## src/rtl/div_16bit_seq.sv

```systemverilog
// Sequential restoring divider: N_WIDTH-bit dividend / D_WIDTH-bit divisor, one quotient bit
// per clock, with a start/busy/done handshake. Divide-by-zero completes without iterating.
module div_16bit_seq #(
   parameter int unsigned N_WIDTH = 32,
   parameter int unsigned D_WIDTH = 16
) (
   input  logic               clk,
   input  logic               reset,
   input  logic               start,
   input  logic [N_WIDTH-1:0] dividend,
   input  logic [D_WIDTH-1:0] divisor,
   output logic               busy,
   output logic               done,
   output logic [N_WIDTH-1:0] quotient,
   output logic [D_WIDTH-1:0] remainder,
   output logic               div_by_zero
);

   localparam int unsigned CntW = (N_WIDTH > 1) ? $clog2(N_WIDTH) : 1;
   localparam logic [CntW-1:0] CntLast = CntW'(N_WIDTH - 1);

   typedef enum logic [1:0] {StIdle, StRun, StDone} state_e;

   state_e             state_q, state_d;
   logic [CntW-1:0]    cnt_q, cnt_d;
   logic [N_WIDTH-1:0] dvd_q, dvd_d;   // dividend shifts out MSB first, quotient bits shift in
   logic [D_WIDTH-1:0] dsr_q, dsr_d;
   logic [D_WIDTH-1:0] rem_q, rem_d;
   logic [N_WIDTH-1:0] quo_q, quo_d;
   logic [D_WIDTH-1:0] rmd_q, rmd_d;
   logic               dbz_q, dbz_d;

   logic [D_WIDTH:0]   partial;
   logic               q_bit;
   logic [D_WIDTH-1:0] step_rem;
   logic [N_WIDTH-1:0] step_dvd;

   // One restoring step; the extra partial bit keeps the compare exact.
   always_comb begin
      partial  = {rem_q, dvd_q[N_WIDTH-1]};
      q_bit    = (partial >= {1'b0, dsr_q});
      step_rem = q_bit ? D_WIDTH'(partial - {1'b0, dsr_q}) : D_WIDTH'(partial);
      step_dvd = {dvd_q[N_WIDTH-2:0], q_bit};
   end

   always_comb begin
      state_d = state_q;
      cnt_d   = cnt_q;
      dvd_d   = dvd_q;
      dsr_d   = dsr_q;
      rem_d   = rem_q;
      quo_d   = quo_q;
      rmd_d   = rmd_q;
      dbz_d   = dbz_q;
      unique case (state_q)
         StIdle, StDone: begin
            if (start) begin
               dvd_d = dividend;
               dsr_d = divisor;
               rem_d = '0;
               cnt_d = '0;
               dbz_d = 1'b0;
               if (divisor == '0) begin
                  quo_d   = '1;
                  rmd_d   = dividend[D_WIDTH-1:0];
                  dbz_d   = 1'b1;
                  state_d = StDone;
               end else begin
                  state_d = StRun;
               end
            end else begin
               state_d = StIdle;
            end
         end
         StRun: begin
            rem_d = step_rem;
            dvd_d = step_dvd;
            cnt_d = cnt_q + CntW'(1);
            if (cnt_q == CntLast) begin
               quo_d   = step_dvd;
               rmd_d   = step_rem;
               state_d = StDone;
            end
         end
         default: state_d = StIdle;
      endcase
   end

   always_ff @(posedge clk) begin
      if (reset) begin
         state_q <= StIdle;
         cnt_q   <= '0;
         dvd_q   <= '0;
         dsr_q   <= '0;
         rem_q   <= '0;
         quo_q   <= '0;
         rmd_q   <= '0;
         dbz_q   <= 1'b0;
      end else begin
         state_q <= state_d;
         cnt_q   <= cnt_d;
         dvd_q   <= dvd_d;
         dsr_q   <= dsr_d;
         rem_q   <= rem_d;
         quo_q   <= quo_d;
         rmd_q   <= rmd_d;
         dbz_q   <= dbz_d;
      end
   end

   assign busy        = (state_q == StRun);
   assign done        = (state_q == StDone);
   assign quotient    = quo_q;
   assign remainder   = rmd_q;
   assign div_by_zero = dbz_q;

endmodule
```

## config.mk

```make
export PLATFORM = sky130hd
export DESIGN_NAME = div_16bit_seq
export DESIGN_NICKNAME = d
export VERILOG_FILES = /design/src/rtl/div_16bit_seq.sv
export SDC_FILE = /design/constraint.sdc
export NUM_CORES = 1
export LEC_CHECK = 0
export BUFFER_PORTS_ARGS = -buffer_cell sky130_fd_sc_hd__buf_4
export CORE_MARGIN = 1.5
export CORE_UTILIZATION = 50
export DETAILED_ROUTE_END_ITERATION = 7
export HOLD_SLACK_MARGIN = 0.1
export PLACE_DENSITY = 0.73
export SYNTH_ARGS = -nofsm -noshare
export SYNTH_HDL_FRONTEND = slang
export SYNTH_SLANG_ARGS = --single-unit
```

## constraint.sdc

```tcl
create_clock -name clk -period 3.25 [get_ports clk]
set_input_delay 0.65 -clock clk [delete_from_list [all_inputs] [get_ports clk]]
set_output_delay 0.65 -clock clk [all_outputs]
set_load 0.02 [all_outputs]
```

==> flow_metrics.tcl, run 1 <==
set metrics [dict create \
    gp_congestion 0.9705 \
    report.final.slew_viol_count 0 \
    finalCritPeriodShare_pct 88.17 \
    area_growth_pct 25.48 \
    leakagePower_nw 2.800 \
    drc 0 \
    ys_top_cells_by_count "nand2_1 (121), dfxtp_1 (120), nor2_1 (97)" \
    fill_cells 929 \
    skew_ps 4.803 \
    crit_end "remainder[1]$_SDFFE_PP0P_" \
    drive_gt1_share_pct 21.77 \
    clk_pin_slew_worst_paths_ps 60 \
    synth_top_area_share_pct 43.49 \
    synth.distinct_cells 52 \
    reg2reg_to "remainder[1]$_SDFFE_PP0P_" \
    clock_latency_ps 520 \
    worstSetupStartpoint "dsr_q[6]$_SDFFE_PP0P_" \
    drt-pass1-iter-count 5 \
    path_cells "inv_1 -> ha_1 -> a21oi_1 -> o21ai_0 -> a21o_1 -> a31oi_4 -> o211a_1 -> a22oi_1 -> a211oi_1" \
    cts_hold_buf 0 \
    synth.top_cells.by_area "dfxtp_1 (43%), nand2_1 (8.2%), nor2_1 (6.6%)" \
    die_width_um 108.1 \
    required_ps 3670 \
    hold_class "input pin to register" \
    hold_depth 3 \
    grt_use_total_pct 24.38 \
    finalSetupViolCount 0 \
    hold_start "divisor[11]" \
    slowest_stage "o211a_1" \
    final_antenna_net_count 0 \
    period_needed_ps 2866 \
    path_class "register to register" \
    io_buffers 101 \
    tightest_slew_ps 816.8 \
    grtUsageMet1_pct 30.54 \
    final_nets 817 \
    reg2reg_from "dsr_q[6]$_SDFFE_PP0P_" \
    coreArea_um2 10790 \
    synth_ff_type "dfxtp_1" \
    die_h_um 108.1 \
    drv_cap 0 \
    synthArstFlopShare_pct 0 \
    cts_buffers 17 \
    final.setup.tns_ps 0 \
    grt_start_max_net_pins 81 \
    synth-edff-count 0 \
    crit_fanout 17 \
    synth_area_um2 5524 \
    fin_area_um2 6932 \
    syn_avg_cell_area_um2 8.270 \
    cp-end-kind "register" \
    die-area_um2 11690 \
    busiest_layer "met2" \
    use_met3_pct 4.581 \
    initial_core_util_pct 51.18 \
    power_density_nw_per_um2 655.9 \
    cts_tree "built" \
    ys_ff_latch 120 \
    cts_htree_levels 4 \
    cts_root_buf "clkbuf_8" \
    grt_pass1_vias 4717 \
    grt_first_pass_wirelength_um 22320 \
    wl_per_cell_um 15.10 \
    vdd_drop_max_mv 0.4437 \
    antenna_found_initial 0 \
    grtUsageMet2_pct 41.91 \
    post_drt_via_cell_ratio 5.510 \
    postPlaceCellArea_um2 6320 \
    vias 4948 \
    ctsResizeCount 0 \
    io_pins 102 \
    yosys.area.top_type "dfxtp_1" \
    fmax_mhz 349.0 \
    critPathMaxStageDelay_ps 640 \
    clockBufferDepth 2 \
    ys_warn_count 0 \
    rsz0062_at_grt "false" \
    hold_viol_final 0 \
    syn_nets 738 \
    rows 38 \
    status "completed" \
    clkSinkCount 120 \
    ys_seq_area_share_pct 43.49 \
    grt_overflow_total 0 \
    postCtsSetupRepairBufs 0 \
    synthCells 668 \
    dr.first_iter.drc_count 363 \
    place_hpwl_um 9165 \
    cp-start-kind "register" \
    worstRegToRegCells 9 \
    rrSetupSlack_ps 380 \
    wl_um 13560 \
    yosysMostFrequentCell "nand2_1" \
    slew_headroom_pct 45.54 \
    arrival_ps 3290 \
    antenna_cells 0 \
    holdWs_ps 387.8 \
]
## layout by cell type, fill, tap and decap left out, drive strengths merged, types with 4 or more instances in the layout
cell	Yosys	routed
xor2	4	4
a211oi	43	43
o21bai	6	6
ha	18	18
a311oi	34	34
a22oi	13	13
nor2	97	97
inv	24	24
nor4	4	4
a31oi	10	10
xnor2	9	9
o21ai	7	7
a21oi	62	62
nand2	127	127
dfxtp	120	120
buf	7	109
a21o	5	5
nand4	5	5
clkbuf	41	23
## sequential cells by signal, indices dropped and copies added, names as in the netlist
signal and flops:
quotient 32, rem_q 16, cnt_q 5, dsr_q 16, div_by_zero 1, remainder 16, dvd_q 32, state_q 2
## cell type report
type | count | area, um^2 | share of cell area (%)
well taps | 140 | 175.2 | 2.527
flip-flops and latches | 120 | 2402 | 34.66
multi-input cells | 475 | 2809 | 40.52
clock inverters | 7 | 115.1 | 1.661
repair buffers | 109 | 843.3 | 12.17
clock buffers | 23 | 496.7 | 7.166
inverters | 24 | 90.09 | 1.300
## layer usage
metal,vias up,routed length [um],part of all wire [%]
met3,18,680,5.0
met1,2267,6114,45
met4,0,171,1.3
li1,2526,-,-
met5,-,0,0
met2,137,6594,49
## logic make-up (layout without fill, tap and decap cells)
group,count (synthesis),count (layout),synth area share (%)
flops,120,120,43.49
compound gates,193,193,25.50
mux,1,1,0.1812
xor+xnor,13,13,2.061
simple gates,249,249,18.41
buf+inv,73,163,5.912
fa+ha+maj,19,19,4.439
## metrics by stage
step           cells  setup slack, ps  total power, mW  utilization [%]
3_5_place_dp     868            488.6            2.649            58.56
3_3_place_gp     868            572.3            2.627            58.56
4_1_cts          898            441.4            4.564            64.22
2_1_floorplan    668            858.9            2.438                -
5_1_grt          898            154.1            4.755            64.22
6_report         898            384.4            4.547            64.22
## power by group
part           internal, mW  total (mW)  leakage, nW  switching, mW
clock                  1.28        1.91        0.298          0.635
combinational         0.409        1.02         1.52          0.606
sequential             1.56        1.62        0.977         0.0617
## worst min-delay path by stage
| stage | endpoint | slack (ps) |
|---|---|---|
| 2_1_floorplan | dsr_q[10]$_SDFFE_PP0P_ | 440 |
| 3_3_place_gp | dsr_q[10]$_SDFFE_PP0P_ | 440 |
| 3_5_place_dp | dsr_q[3]$_SDFFE_PP0P_ | 450 |
| 4_1_cts | dsr_q[11]$_SDFFE_PP0P_ | 370 |
| 5_1_grt | dsr_q[10]$_SDFFE_PP0P_ | 380 |
| 6_report | dsr_q[11]$_SDFFE_PP0P_ | 390 |
## critical path, delay by kind of cell, from the launching register on
family	cells	cell delay (ps)
adder cells (fa/ha/maj)	1	370
AO/OA/AOI/OAI	7	2030
flip-flops	1	330
buffers and inverters	1	40
(Power assumes the default switching activity.)
==> run 2: changes to the inputs <==
- ABC_AREA: default -> 1
- PLACE_DENSITY: 0.73 -> 0.72
==> flow_metrics.tcl, run 2 <==
set metrics [dict create \
    critPathMaxStageDelay_ps 540 \
    clock_latency_ps 420 \
    finalCritPeriodShare_pct 72.68 \
    grt_use_total_pct 26.11 \
    final_antenna_net_count 0 \
    drive_gt1_share_pct 17.62 \
    skew_ps 6.617 \
    clockBufferDepth 2 \
    layout_commonest_cell "nand2_1" \
    cp-end-kind "output port" \
    die_h_um 114.1 \
    cts_tree "built" \
    yosys.area.top_type "dfxtp_1" \
    worstRegToRegCells 11 \
    ys_warn_count 0 \
    die_width_um 114.1 \
    synth-edff-count 0 \
    clk_pin_slew_worst_paths_ps 50 \
    syn_nets 980 \
    synth.distinct_cells 35 \
    clkSinkCount 120 \
    report.final.slew_viol_count 0 \
    reg2reg_to "quotient[14]$_SDFFE_PP0P_" \
    rsz0062_at_grt "false" \
    ys_top_cells_by_count "nand2_1 (201), dfxtp_1 (120), o21ai_0 (102)" \
    cts_htree_levels 4 \
    cts_buffers 17 \
    grt_first_pass_wirelength_um 26720 \
    drc 0 \
    period_needed_ps 2362 \
    grt_start_max_net_pins 73 \
    power_mw 4.613 \
    ctsResizeCount 0 \
    yosysMostFrequentCell "nand2_1" \
    die-area_um2 13010 \
    vdd_drop_max_mv 0.4490 \
    wl_per_cell_um 14.32 \
    path_cells "inv_2 -> nor2_4 -> buf_4 -> buf_4" \
    crit_end "busy" \
    drv_cap 0 \
    ys_seq_area_share_pct 38.94 \
    finalSetupViolCount 0 \
    cts_hold_buf 0 \
    fmax_mhz 423.4 \
    vias 6019 \
    power_density_nw_per_um2 616.1 \
    io_buffers 101 \
    final_nets 1056 \
    slowest_stage "buf_4" \
    slew_headroom_pct 55.71 \
    synth_area_um2 6170 \
    status "completed" \
    coreArea_um2 12010 \
    grt_overflow_total 0 \
    crit_fanout 60 \
    syn_avg_cell_area_um2 6.780 \
    antenna_found_initial 0 \
    antenna_cells 0 \
    synth_ff_type "dfxtp_1" \
    area_growth_pct 21.35 \
    post_drt_via_cell_ratio 5.252 \
    leakagePower_nw 3.643 \
    fin_area_um2 7487 \
    rows 40 \
    path_class "register to output port" \
    postCtsSetupRepairBufs 0 \
    wl_um 16410 \
    synth.top_cells.by_area "dfxtp_1 (39%), nand2_1 (12%), o21ai_0 (8.3%)" \
    postPlaceCellArea_um2 6939 \
    hold_class "register to register" \
    synthCells 910 \
    cts_root_buf "clkbuf_16" \
    final_cell_mix "nand2_1 (201), dfxtp_1 (120), buf_4 (109), o21ai_0 (102), inv_1 (98)" \
    gp_congestion 0.9032 \
    place_hpwl_um 10940 \
    tightest_slew_ps 664.4 \
    cp-start-kind "register" \
    grt_pass1_vias 5517 \
    ys_ff_latch 120 \
    reg2reg_from "cnt_q[0]$_SDFFE_PP0P_" \
    synthArstFlopShare_pct 0 \
    final.setup.tns_ps 0 \
    io_pins 102 \
    drt-pass1-iter-count 5 \
    dr.first_iter.drc_count 360 \
    rrSetupSlack_ps 940 \
    initial_core_util_pct 51.36 \
    hold_viol_final 0 \
    arrival_ps 1710 \
    required_ps 2600 \
    worstSetupStartpoint "state_q[0]$_SDFFE_PP0N_" \
    synth_top_area_share_pct 38.94 \
    cpMostUsedCell "buf_4" \
]
==> run 2: per-stage QoR <==
step                util, %  hold WS [ps]  instances  setup slack [ps]
CTS                   62.33         462.6       1146             868.9
finish                62.33         457.9       1146             888.1
detailed placement    57.77         454.9       1114             938.8
global route          62.33         477.7       1146             716.1
global placement      57.77         450.1       1114             969.9
floorplan                 -         435.3        910              1461
==> run 2: kinds of logic (layout without fill, tap and decap cells) <==
logic type                 Yosys count  count (layout)  share of synthesized area, %
and+or+nand+nor                    409             409                         29.43
DFF                                120             120                         38.94
adders and majority gates           19              19                         3.975
buffers and inverters              155             244                         10.16
xor gates and xnor gates             7               7                        0.9937
AOI/OAI and AO/OA                  200             200                         16.51
==> run 2: worst min-delay path by stage <==
stage,from,endpoint,slack (ps),depth (start not counted)
after CTS,dvd_q[30]$_SDFFE_PP0P_,dvd_q[30]$_SDFFE_PP0P_,460,2
after detailed placement,dvd_q[30]$_SDFFE_PP0P_,dvd_q[30]$_SDFFE_PP0P_,450,2
after floorplan,dsr_q[10]$_SDFFE_PP0P_,dsr_q[10]$_SDFFE_PP0P_,440,2
after global routing,quotient[4]$_SDFFE_PP0P_,quotient[4]$_SDFFE_PP0P_,480,2
final,dsr_q[10]$_SDFFE_PP0P_,dsr_q[10]$_SDFFE_PP0P_,460,2
after global placement,dvd_q[30]$_SDFFE_PP0P_,dvd_q[30]$_SDFFE_PP0P_,450,2
==> run 2: where the power goes <==
group	internal [mW]	switching [mW]
logic	0.408	0.773
registers	1.60	0.0813
clock network	1.07	0.676
==> run 2: layer usage <==
metal | vias to the layer above | routed length (um) | GRT usage [%]
met5 | - | 0 | 0
met4 | 0 | 499 | 11.50
met3 | 36 | 1109 | 7.041
met2 | 214 | 7510 | 42.13
met1 | 2681 | 7292 | 32.87
li1 | 3088 | - | -
==> run 2: final cells by class <==
class,instances,area (um^2)
tap,147,183.9
clock inverter,7,42.54
timing repair buffer,109,818.3
sequential,120,2402
fill,1139,4524
multi-input combinational,635,3148
inverter,103,386.6
clock buffer,25,505.5
==> run 2: worst max-delay path, delay by kind of cell (launching register included) <==
kind | cells | cell delay, ps
simple gates | 1 | 90
buf+inv | 3 | 860
flops | 1 | 340
==> run 3: changes to the inputs <==
- PLACE_DENSITY: 0.72 -> 0.75
- clock period: 3.25 -> 1.96 ns (I/O delays scaled with it)
==> flow_metrics.tcl, run 3 (synthesis results as in run 2) <==
set metrics [dict create \
    post_drt_via_cell_ratio 5.361 \
    dr.first_iter.drc_count 495 \
    report.final.slew_viol_count 0 \
    layout_commonest_cell "nand2_1" \
    leakagePower_nw 4.052 \
    status "completed" \
    drc 0 \
    grt_use_total_pct 27.24 \
    grt_first_pass_wirelength_um 28040 \
    final_cell_mix "nand2_1 (178), buf_4 (155), dfxtp_1 (105), o21ai_0 (99), nor2_1 (90)" \
    power_density_nw_per_um2 1018 \
    wl_per_cell_um 15.16 \
    fin_area_um2 8567 \
    drv_cap 0 \
    path_cells "inv_2 -> ha_4 -> nand2_2 -> nand2_1 -> nand2_1 -> nand2_1 -> nand2_2 -> nand3_2 -> nand3_4 -> buf_6 -> nand4_1 -> nand3_2 -> nand2_1 -> inv_1" \
    drt-pass1-iter-count 5 \
    crit_fanout 5 \
    clkSinkCount 120 \
    clock_latency_ps 410 \
    cp-start-kind "register" \
    postPlaceCellArea_um2 7259 \
    vdd_drop_max_mv 0.6655 \
    finalCritPeriodShare_pct 99.49 \
    grt_pass1_vias 5956 \
    arrival_ps 2270 \
    initial_core_util_pct 51.36 \
    io_buffers 101 \
    rrSetupSlack_ps 10 \
    finalSetupViolCount 0 \
    final_antenna_net_count 0 \
    cts_buffers 17 \
    antenna_cells 0 \
    area_growth_pct 38.86 \
    wl_um 18270 \
    die_h_um 114.1 \
    rsz0062_at_grt "true" \
    cpMostUsedCell "nand2_1" \
    period_needed_ps 1950 \
    tightest_slew_ps 405.1 \
    slowest_stage "dfxtp_2" \
    place_hpwl_um 11600 \
    critPathMaxStageDelay_ps 320 \
    drive_gt1_share_pct 31.47 \
    vias 6460 \
    gp_congestion 0.8485 \
    grt_overflow_total 0 \
    skew_ps 7.052 \
    io_pins 102 \
    rows 40 \
    slew_headroom_pct 73.00 \
    clockBufferDepth 2 \
    grt_start_max_net_pins 73 \
    clk_pin_slew_worst_paths_ps 50 \
    fmax_mhz 512.8 \
    coreArea_um2 12010 \
    power_mw 8.724 \
    hold_viol_final 0 \
    cp-end-kind "register" \
    die-area_um2 13010 \
    holdWs_ps 271.7 \
    hold_class "input pin to register" \
    path_class "register to register" \
    final.setup.tns_ps 0 \
    cts_hold_buf 0 \
    cts_htree_levels 4 \
    cts_tree "built" \
    final_nets 1116 \
    cts_root_buf "clkbuf_16" \
    required_ps 2280 \
    die_width_um 114.1 \
    antenna_found_initial 0 \
]
run 3: what timing repair did:
| item | CTS | global route |
|---|---|---|
| pin swaps | 2 | 52 |
| endpoints found under the setup margin | 29 | 61 |
| cloned | 0 | 5 |
| gates resized for setup | 17 | 111 |
| setup buffers | 0 | 14 |
run 3: layout make-up:
type	count	area [um^2]
clock buffers	23	478.0
clock inverters	8	120.1
fillers	984	3445
inverters	103	391.6
multi-input cells	636	3606
flip-flops and latches	120	2421
well taps	147	183.9
repair buffers	168	1366
run 3: critical path: cells and delay by family (launching register included):
| kind | cells | cell delay [ps] |
|---|---|---|
| adders and majority gates | 1 | 290 |
| buffers and inverters | 3 | 260 |
| DFF | 1 | 320 |
| and+or+nand+nor | 10 | 960 |
run 3: power breakdown:
| group | switching (mW) | internal [mW] |
|---|---|---|
| Sequential | 0.146 | 2.67 |
| Combinational | 1.59 | 1.16 |
| Clock | 1.08 | 2.08 |
| Total | 2.82 | 5.91 |
run 3: path summary, 6_finish.rpt:
path	endpoint	from	cells past startpoint
max reg2reg	remainder[6]$_SDFFE_PP0P_	dsr_q[2]$_SDFFE_PP0P_	14
min	dvd_q[29]$_SDFFE_PP0P_	dividend[29]	3
max	remainder[6]$_SDFFE_PP0P_	dsr_q[2]$_SDFFE_PP0P_	14
min reg2reg	quotient[6]$_SDFFE_PP0P_	quotient[6]$_SDFFE_PP0P_	2
run 3: per-stage QoR:
step           setup slack [ps]  cells  utilization, %
2_1_floorplan             171.4    910               -
3_3_place_gp             -29.84   1155           60.44
3_5_place_dp             -40.31   1155           60.44
4_1_cts                   4.177   1186           66.29
5_1_grt                  -119.6   1205           71.32
6_report                  10.02   1205           71.32
run 3: routing by layer:
layer	track usage, %	wire length [um]	share of wire, %
met1	33.89	7632	42
met2	45.62	8858	48
met3	7.411	1333	7.3
met4	9.417	446	2.4
met5	0	0	0
